$ cat config.mk
export PLATFORM = sky130hd
export DESIGN_NAME = steer_quad_tracker
export DESIGN_NICKNAME = d
export VERILOG_FILES = /design/src/rtl/sprint_input_pkg.sv /design/src/rtl/tick_gen.sv /design/src/rtl/steer_quad_tracker.sv
export SDC_FILE = /design/constraint.sdc
export NUM_CORES = 1
export LEC_CHECK = 0
export ABC_AREA = 1
export CORE_ASPECT_RATIO = 0.75
export CORE_MARGIN = 2
export CORE_UTILIZATION = 58
export DETAILED_ROUTE_END_ITERATION = 7
export GPL_TIMING_DRIVEN = 0
export PLACE_DENSITY = 0.85
export SETUP_SLACK_MARGIN = 0.2
export SYNTH_ARGS = -nofsm -noshare
export SYNTH_HDL_FRONTEND = slang
export SYNTH_SLANG_ARGS = --single-unit
export TNS_END_PERCENT = 5
$ cat constraint.sdc
create_clock -name clk_sys -period 4.7 [get_ports clk_sys]
set_input_delay 0.47 -clock clk_sys [delete_from_list [all_inputs] [get_ports clk_sys]]
set_output_delay 0.47 -clock clk_sys [all_outputs]
set_load 0.03 [all_outputs]
$ cat src/rtl/sprint_input_pkg.sv
// rtl/sprint_input_pkg.sv - shared types and constants for Sprint 1 input conditioning
package sprint_input_pkg;

    localparam int PEND_W   = 10;
    localparam int PEND_MAX = 255;

    typedef logic signed [PEND_W-1:0] pend_t;

    localparam pend_t PEND_SAT_HI = pend_t'(PEND_MAX);
    localparam pend_t PEND_SAT_LO = pend_t'(-PEND_MAX);

    // Quadrature output indexed by phase; adjacent entries differ in one bit.
    localparam logic [1:0] QUAD_GRAY [4] = '{2'b00, 2'b01, 2'b11, 2'b10};

    typedef enum logic [1:0] {
        STEP_NONE  = 2'd0,
        STEP_RIGHT = 2'd1,
        STEP_LEFT  = 2'd2
    } step_e;

endpackage

$ cat src/rtl/tick_gen.sv
// rtl/tick_gen.sv - free-running prescaler emitting a one-cycle strobe every CLKDIV cycles
module tick_gen #(
    parameter int CLKDIV = 22500
) (
    input  logic clk_sys,
    input  logic reset,
    output logic tick
);

    localparam int CW = (CLKDIV > 1) ? $clog2(CLKDIV) : 1;

    logic [CW-1:0] cnt_q;
    logic [CW-1:0] cnt_d;

    always_comb begin
        tick  = (cnt_q == CW'(CLKDIV - 1));
        cnt_d = tick ? '0 : cnt_q + 1'b1;
    end

    always_ff @(posedge clk_sys) begin
        if (reset) begin
            cnt_q <= '0;
        end else begin
            cnt_q <= cnt_d;
        end
    end

endmodule

$ cat src/rtl/steer_quad_tracker.sv
// rtl/steer_quad_tracker.sv - digital/analog steering intent to two-phase quadrature for the Sprint 1 core
module steer_quad_tracker
    import sprint_input_pkg::*;
#(
    parameter int CLKDIV   = 22500,
    parameter int PEND_W   = sprint_input_pkg::PEND_W,
    parameter int PEND_MAX = sprint_input_pkg::PEND_MAX
) (
    input  logic                     clk_sys,
    input  logic                     reset,
    input  logic                     left,
    input  logic                     right,
    input  logic                     analog_en,
    input  logic [7:0]               analog_x,
    output logic [1:0]               steer,
    output logic signed [PEND_W-1:0] pending,
    output logic                     tick
);

    localparam int SW = PEND_W + 2;
    localparam logic signed [SW-1:0] SUM_HI = SW'(PEND_MAX);
    localparam logic signed [SW-1:0] SUM_LO = SW'(-PEND_MAX);

    logic [1:0]               phase_q, phase_d;
    logic [1:0]               steer_q, steer_d;
    logic signed [PEND_W-1:0] pending_q, pending_d;
    logic [7:0]               prev_x_q, prev_x_d;
    logic                     armed_q, armed_d;

    step_e                    step;
    logic [1:0]               consume;
    logic [8:0]               delta;
    logic signed [SW-1:0]     sum;

    tick_gen #(.CLKDIV(CLKDIV)) u_tick_gen (
        .clk_sys (clk_sys),
        .reset   (reset),
        .tick    (tick)
    );

    always_comb begin
        step    = STEP_NONE;
        consume = 2'b00;
        if (tick) begin
            if (left ^ right) begin
                step = right ? STEP_RIGHT : STEP_LEFT;
            end else if (!left && !right) begin
                if (!pending_q[PEND_W-1] && (pending_q != '0)) begin
                    step    = STEP_RIGHT;
                    consume = 2'b01;
                end else if (pending_q[PEND_W-1]) begin
                    step    = STEP_LEFT;
                    consume = 2'b11;
                end
            end
        end

        case (step)
            STEP_RIGHT: phase_d = phase_q + 2'd1;
            STEP_LEFT:  phase_d = phase_q - 2'd1;
            default:    phase_d = phase_q;
        endcase
        steer_d = QUAD_GRAY[phase_d];
    end

    // Axis tracking: the first sample after enable only arms, so no jump is taken on enable.
    always_comb begin
        armed_d  = armed_q;
        prev_x_d = prev_x_q;
        delta    = '0;
        if (!analog_en) begin
            armed_d = 1'b0;
        end else if (!armed_q) begin
            armed_d  = 1'b1;
            prev_x_d = analog_x;
        end else begin
            delta    = {analog_x[7], analog_x} - {prev_x_q[7], prev_x_q};
            prev_x_d = analog_x;
        end
    end

    always_comb begin
        sum = {{2{pending_q[PEND_W-1]}}, pending_q}
            + {{(SW-9){delta[8]}}, delta}
            - {{(SW-2){consume[1]}}, consume};
        if (sum > SUM_HI) begin
            pending_d = SUM_HI[PEND_W-1:0];
        end else if (sum < SUM_LO) begin
            pending_d = SUM_LO[PEND_W-1:0];
        end else begin
            pending_d = sum[PEND_W-1:0];
        end
    end

    always_ff @(posedge clk_sys) begin
        if (reset) begin
            phase_q   <= 2'd0;
            steer_q   <= 2'b00;
            pending_q <= '0;
            prev_x_q  <= '0;
            armed_q   <= 1'b0;
        end else begin
            phase_q   <= phase_d;
            steer_q   <= steer_d;
            pending_q <= pending_d;
            prev_x_q  <= prev_x_d;
            armed_q   <= armed_d;
        end
    end

    assign steer   = steer_q;
    assign pending = pending_q;

endmodule

Word level (Yosys, flattened, before mapping)
Index checks and enable logic that the tools add are counted.

Register bits: 38. Latch bits: 0. RAM bits: 0. Memory bits (read-only): 0. Input bits: 13. Output and inout bits: 13. Logic and storage cells: 49. Memories kept: 0.

Add/subtract/negate cells: 6. Multiply operators: 0. Div/mod/pow operators: 0. Order comparisons: 3. Eq/ne operators: 3. Shift-type cells: 0. Muxes and demuxes: 20. Bitwise gates (word level): 2. Reduce and logical (&&, ||, !) cells: 8.

Operators with widths (number): $mux W2 (13); $mux W9 (2); $add A15 B1 Y15 const B (1); $eq A15 B15 Y1 const B (1); $gt A12 B9 Y1 const B (1); $lt A12 B9 Y1 const B (1); $sub A11 B2 Y12 (1); $add A10 B9 Y11 (1); $mux W10 (1); $reduce_bool A10 Y1 (1); $sub A8 B8 Y9 (1); $mux W8 (1); $bmux W2 S2 (1); $pmux W2 S2 (1); $reduce_or A2 Y1 (2); $ge A3 B3 Y1 const B (1); $logic_not A1 Y1 (3); $not A2 Y3 (1); $add A2 B1 Y2 const B (1); $eq A2 B1 Y1 const B (1); $eq A2 B2 Y1 const B (1); $logic_and A1 B1 Y1 (2); $sub A2 B1 Y2 const B (1); $mux W1 (1); $xor A1 B1 Y1 (1).

Longest topological paths before layout
Depth after elaboration: 12. Gate-level depth with buffers: 28.

By module
A second synthesis with hierarchy kept.

Cell total of the unflattened synthesis: 445. Area total of the unflattened synthesis: 2986.6 um^2.

Modules (own cells, without submodules): steer_quad_tracker (times used 1, cells each 325, area each 2168.3 um^2, sequential area each 440.4 um^2); tick_gen (times used 1, cells each 120, area each 818.3 um^2, sequential area each 300.3 um^2).

Worst setup path before layout
Ideal clock, no wire load.

Kind: input-to-reg. Start: in left. End: reg pending_q[3] (netlist: pending[3]). Arrival: 3.725 ns. Slack: 0.859 ns. Stages: 17. Path through: inv_1 > ha_1 > inv_1 > nand3_1 > nor2_1 > inv_1 > fa_1 > fa_1 > or2_2 > nor2_1 > nand3_1 > nor2_1 > nand2_1 > nand3_2 > nand2_4 > nand3b_1 > nand2_1.

Word-level cells in the longest chain between the ends: 9.

Ends and longest elaborated chain: start: declaration (line steer_quad_tracker.sv:11) `input logic left,`; $logic_not A1 Y1 (line steer_quad_tracker.sv:47) `end else if (!left && !right) begin`; $logic_and A1 B1 Y1 (line steer_quad_tracker.sv:47); $mux W2 (line steer_quad_tracker.sv:47); $mux W2 (*) (line steer_quad_tracker.sv:45) `if (left ^ right) begin`; $mux W2 (*) (line steer_quad_tracker.sv:44) `if (tick) begin`; $sub A11 B2 Y12 (*) (line steer_quad_tracker.sv:85) `- {{(SW-2){consume[1]}}, consume};`; $lt A12 B9 Y1 (line steer_quad_tracker.sv:88) `end else if (sum < SUM_LO) begin`; $mux W10 (line steer_quad_tracker.sv:88); $mux W8 (*) (line steer_quad_tracker.sv:86) `if (sum > SUM_HI) begin`; end signal: assignment (line steer_quad_tracker.sv:105) `pending_q <= pending_d;`; end: declaration (line steer_quad_tracker.sv:26) `logic signed [PEND_W-1:0] pending_q, pending_d;`.

Every way passes the cells marked *; elsewhere a longest branch is shown, timed or not. A chain may end at the register's enable or synchronous reset.

Final worst setup path
Start: in analog_x[0]. End: reg pending_q[5] (netlist: pending[5]).

Word-level cells in the longest chain between the ends: 8.

Ends and longest elaborated chain: start: declaration (line steer_quad_tracker.sv:14) `input logic [7:0] analog_x,`; $sub A8 B8 Y9 (*) (line steer_quad_tracker.sv:77) `delta = {analog_x[7], analog_x} - {prev_x_q[7], prev_x_q};`; $mux W9 (*) (line steer_quad_tracker.sv:73) `end else if (!armed_q) begin`; $mux W9 (*) (line steer_quad_tracker.sv:71) `if (!analog_en) begin`; $add A10 B9 Y11 (*) (line steer_quad_tracker.sv:84) `+ {{(SW-9){delta[8]}}, delta}`; $sub A11 B2 Y12 (*) (line steer_quad_tracker.sv:85); $lt A12 B9 Y1 (line steer_quad_tracker.sv:88); $mux W10 (line steer_quad_tracker.sv:88); $mux W8 (*) (line steer_quad_tracker.sv:86).

Marks and branches as above.

==> results.toml <==
[synth]
yosysTopAreaCell = "dfxtp_1"
yosys-top-cells-area = "dfxtp_1 26%, inv_1 11%, nand2_1 11%"
synth_top_area_frac = 0.257
synth.distinct_cells = 36
ys.flop_type = "dfxtp_1"
yosys_warnings = 0
syn_inst = 416
syn_avg_cell_area_sq_um = 6.92
syn-cell-area_sq_um = 2880
synth_edf_count = 0
synth_seq_area_share = 0.257
ys_ff_latch = 37
syn_nets = 463
ys_async_sr_fraction = 0

[clock_network]
h-tree-depth = 2
clockBufferDepth = 2
cts_root_buffer = "clkbuf_8"
holdBufCountCts = 0
path_clk_slew_ns = 0.08
clock-sinks = 37
clkLatencyLatePin_ns = 0.30
cts_tree = "built"
cts_buffers = 5

[min_path]
hp-class = "register to register"

[placement]
placed_area_sq_um = 3210
post-dp-hpwl_um = 5020
port-buffer-count = 25
place.gp.congestion = 0.921

[sta]
fin_crit_sh = 0.891
period_needed_ns = 4.19
fmax_ghz = 0.239
rsz0062_at_grt = "yes"
tns_ns = 0
hold_viol_final = 0
fin_skew_ns = 0.00523
setup-violations-final = 0
maxSlewViolCount = 0
worst_pin_slew_ns = 0.528
relSlewSlack = 0.645

[floorplan]
num_rows = 22
die_area_sq_um = 5550
fp.coreArea_sq_um = 4840
boundaryPins = 26
dieWidth_um = 85.4
die_h_um = 65.0
initial_core_util = 0.595

[setup_path]
crit_path_max_incr_delay_ns = 0.47
cp-end-kind = "register"
crit_arrival_ns = 4.43
cp_slowest_cell = "clkdlybuf4s50_1"
cp_top_family = "adder cells"
worstPathMaxFanout = 5
cpMostUsedCell = "nand2_1"
cp_data_required_time_ns = 4.94
crit_type = "primary input to register"
startpoint_type = "primary input"
cp.buffers_inverters = 5

[route]
num_vias = 2657
routed_wl_um = 6380
viasPerCell = 5.20
drt_iter0_drc = 182
drc = 0
wire_per_inst_um = 12.5
drtPass1Iterations = 4
final_antenna_net_count = 0

[global_route]
antenna_found_initial = 0
grt_util_met1 = 0.364
track_usage = 0.237
grt-busiest-layer = "met1"
grt_overflow = 0
grt_max_degree = 13
use_met2 = 0.342
grt_first_pass_wirelength_um = 10400
grt_pass1_vias = 2328
met3_usage = 0.0395

[power]
powerDensity_nw_per_um2 = 623
p_total_w = 0.00210
ir_drop_uv = 444
p_leak_nw = 1.67

[final_layout]
finalNetCount = 497
n_fill_cell = 424
final_core_util = 0.696
area_growth_pct = 17.1
antennaDiodeCount = 0
final_area_sq_um = 3370
drive_gt1_frac = 0.131

[run]
drv_cap = 0

[outcome]
status = "finished, final reports clean"
cells by family (layout without fill, tap and decap cells):
group           count (synthesis)  count (layout)  share of synthesized area
compound gates                 56              56                      0.102
xor+xnor                        8               8                     0.0243
fa+ha+maj                      34              34                      0.176
buf+inv                       100             134                      0.138
flops                          37              37                      0.257
simple gates                  181             182                      0.302
registers in the layout, summed over array words and instances (netlist names):
signal            cells
armed_q               1
u_tick_gen.cnt_q     15
steer                 1
prev_x_q              8
phase_q               2
pending              10
per-layer routing:
metal | share of wire | wire length, um | up-vias
li1 | - | - | 1378
met1 | 0.51 | 3220 | 1200
met2 | 0.41 | 2620 | 72
met3 | 0.073 | 467 | 7
met4 | 0.011 | 69 | 0
met5 | 0 | 0 | -
power breakdown:
part           internal, W  switching (W)  leakage, nW
registers         0.000367      0.0000421        0.304
clock network     0.000102       0.000122       0.0439
logic             0.000544       0.000925         1.32
total              0.00101        0.00109         1.67
layout make-up:
| class | count | area (sq um) | share of cell area |
|---|---|---|---|
| clock inverters | 3 | 17.5 | 0.00519 |
| multi-input cells | 280 | 1820 | 0.538 |
| flip-flops and latches | 37 | 741 | 0.220 |
| inverters | 95 | 357 | 0.106 |
| clock buffers | 5 | 68.8 | 0.0204 |
| plain buffers | 5 | 41.3 | 0.0122 |
| well taps | 60 | 75.1 | 0.0223 |
| repair buffers | 26 | 258 | 0.0764 |
per-stage QoR:
step	instances	setup WS, ns	hold slack [ns]
floorplan	416	0.859	0.418
global placement	501	-0.0758	0.426
detailed placement	501	-0.115	0.436
CTS	509	0.404	0.453
global route	511	0.178	0.465
finish	511	0.511	0.454
synth_stat cells, types with 4 or more instances:
cell type / n
inv_2: 5
fa_1: 11
inv_1: 88
dfxtp_1: 37
nand4_1: 10
nand2_2: 9
nand3_2: 4
nor3_1: 5
nor2_1: 32
nand2_1: 82
o21ai_0: 19
xor2_1: 5
a21oi_1: 32
nand3_1: 23
ha_1: 23
path summary, 6_finish.rpt:
path	start	endpoint	slack, ns	cells after the start
min reg2reg	u_tick_gen.cnt_q[0]	u_tick_gen.cnt_q[0]	0.45	1
max reg2reg	prev_x_q[1]	pending[5]	0.80	24
max	analog_x[0]	pending[5]	0.51	27
min	u_tick_gen.cnt_q[0]	u_tick_gen.cnt_q[0]	0.45	1
placed cells by master (no fill, tap or decap), types with 3 or more instances in the layout:
cell and n:
inv_1 85, nand2_1 80, dfxtp_1 37, nor2_1 30, a21oi_1 28, clkdlybuf4s50_1 25
nand3_1 22, ha_1 21, o21ai_0 19, nand2_2 12, fa_1 11, nand4_1 10
inv_2 8, clkbuf_8 6, nor3_1 5, xor2_1 5, a21oi_2 4, nor2_2 4
nand3_2 4, nor2_4 3, xnor2_1 3
timing repair:
| item | CTS | global route |
|---|---|---|
| gates cloned | 0 | 1 |
| gates resized for setup | 1 | 15 |
| pin swaps | 0 | 3 |
| setup endpoints to repair | 2 | 10 |
| setup buffers | 0 | 1 |
Note: power is estimated with default switching activity, not from simulation.
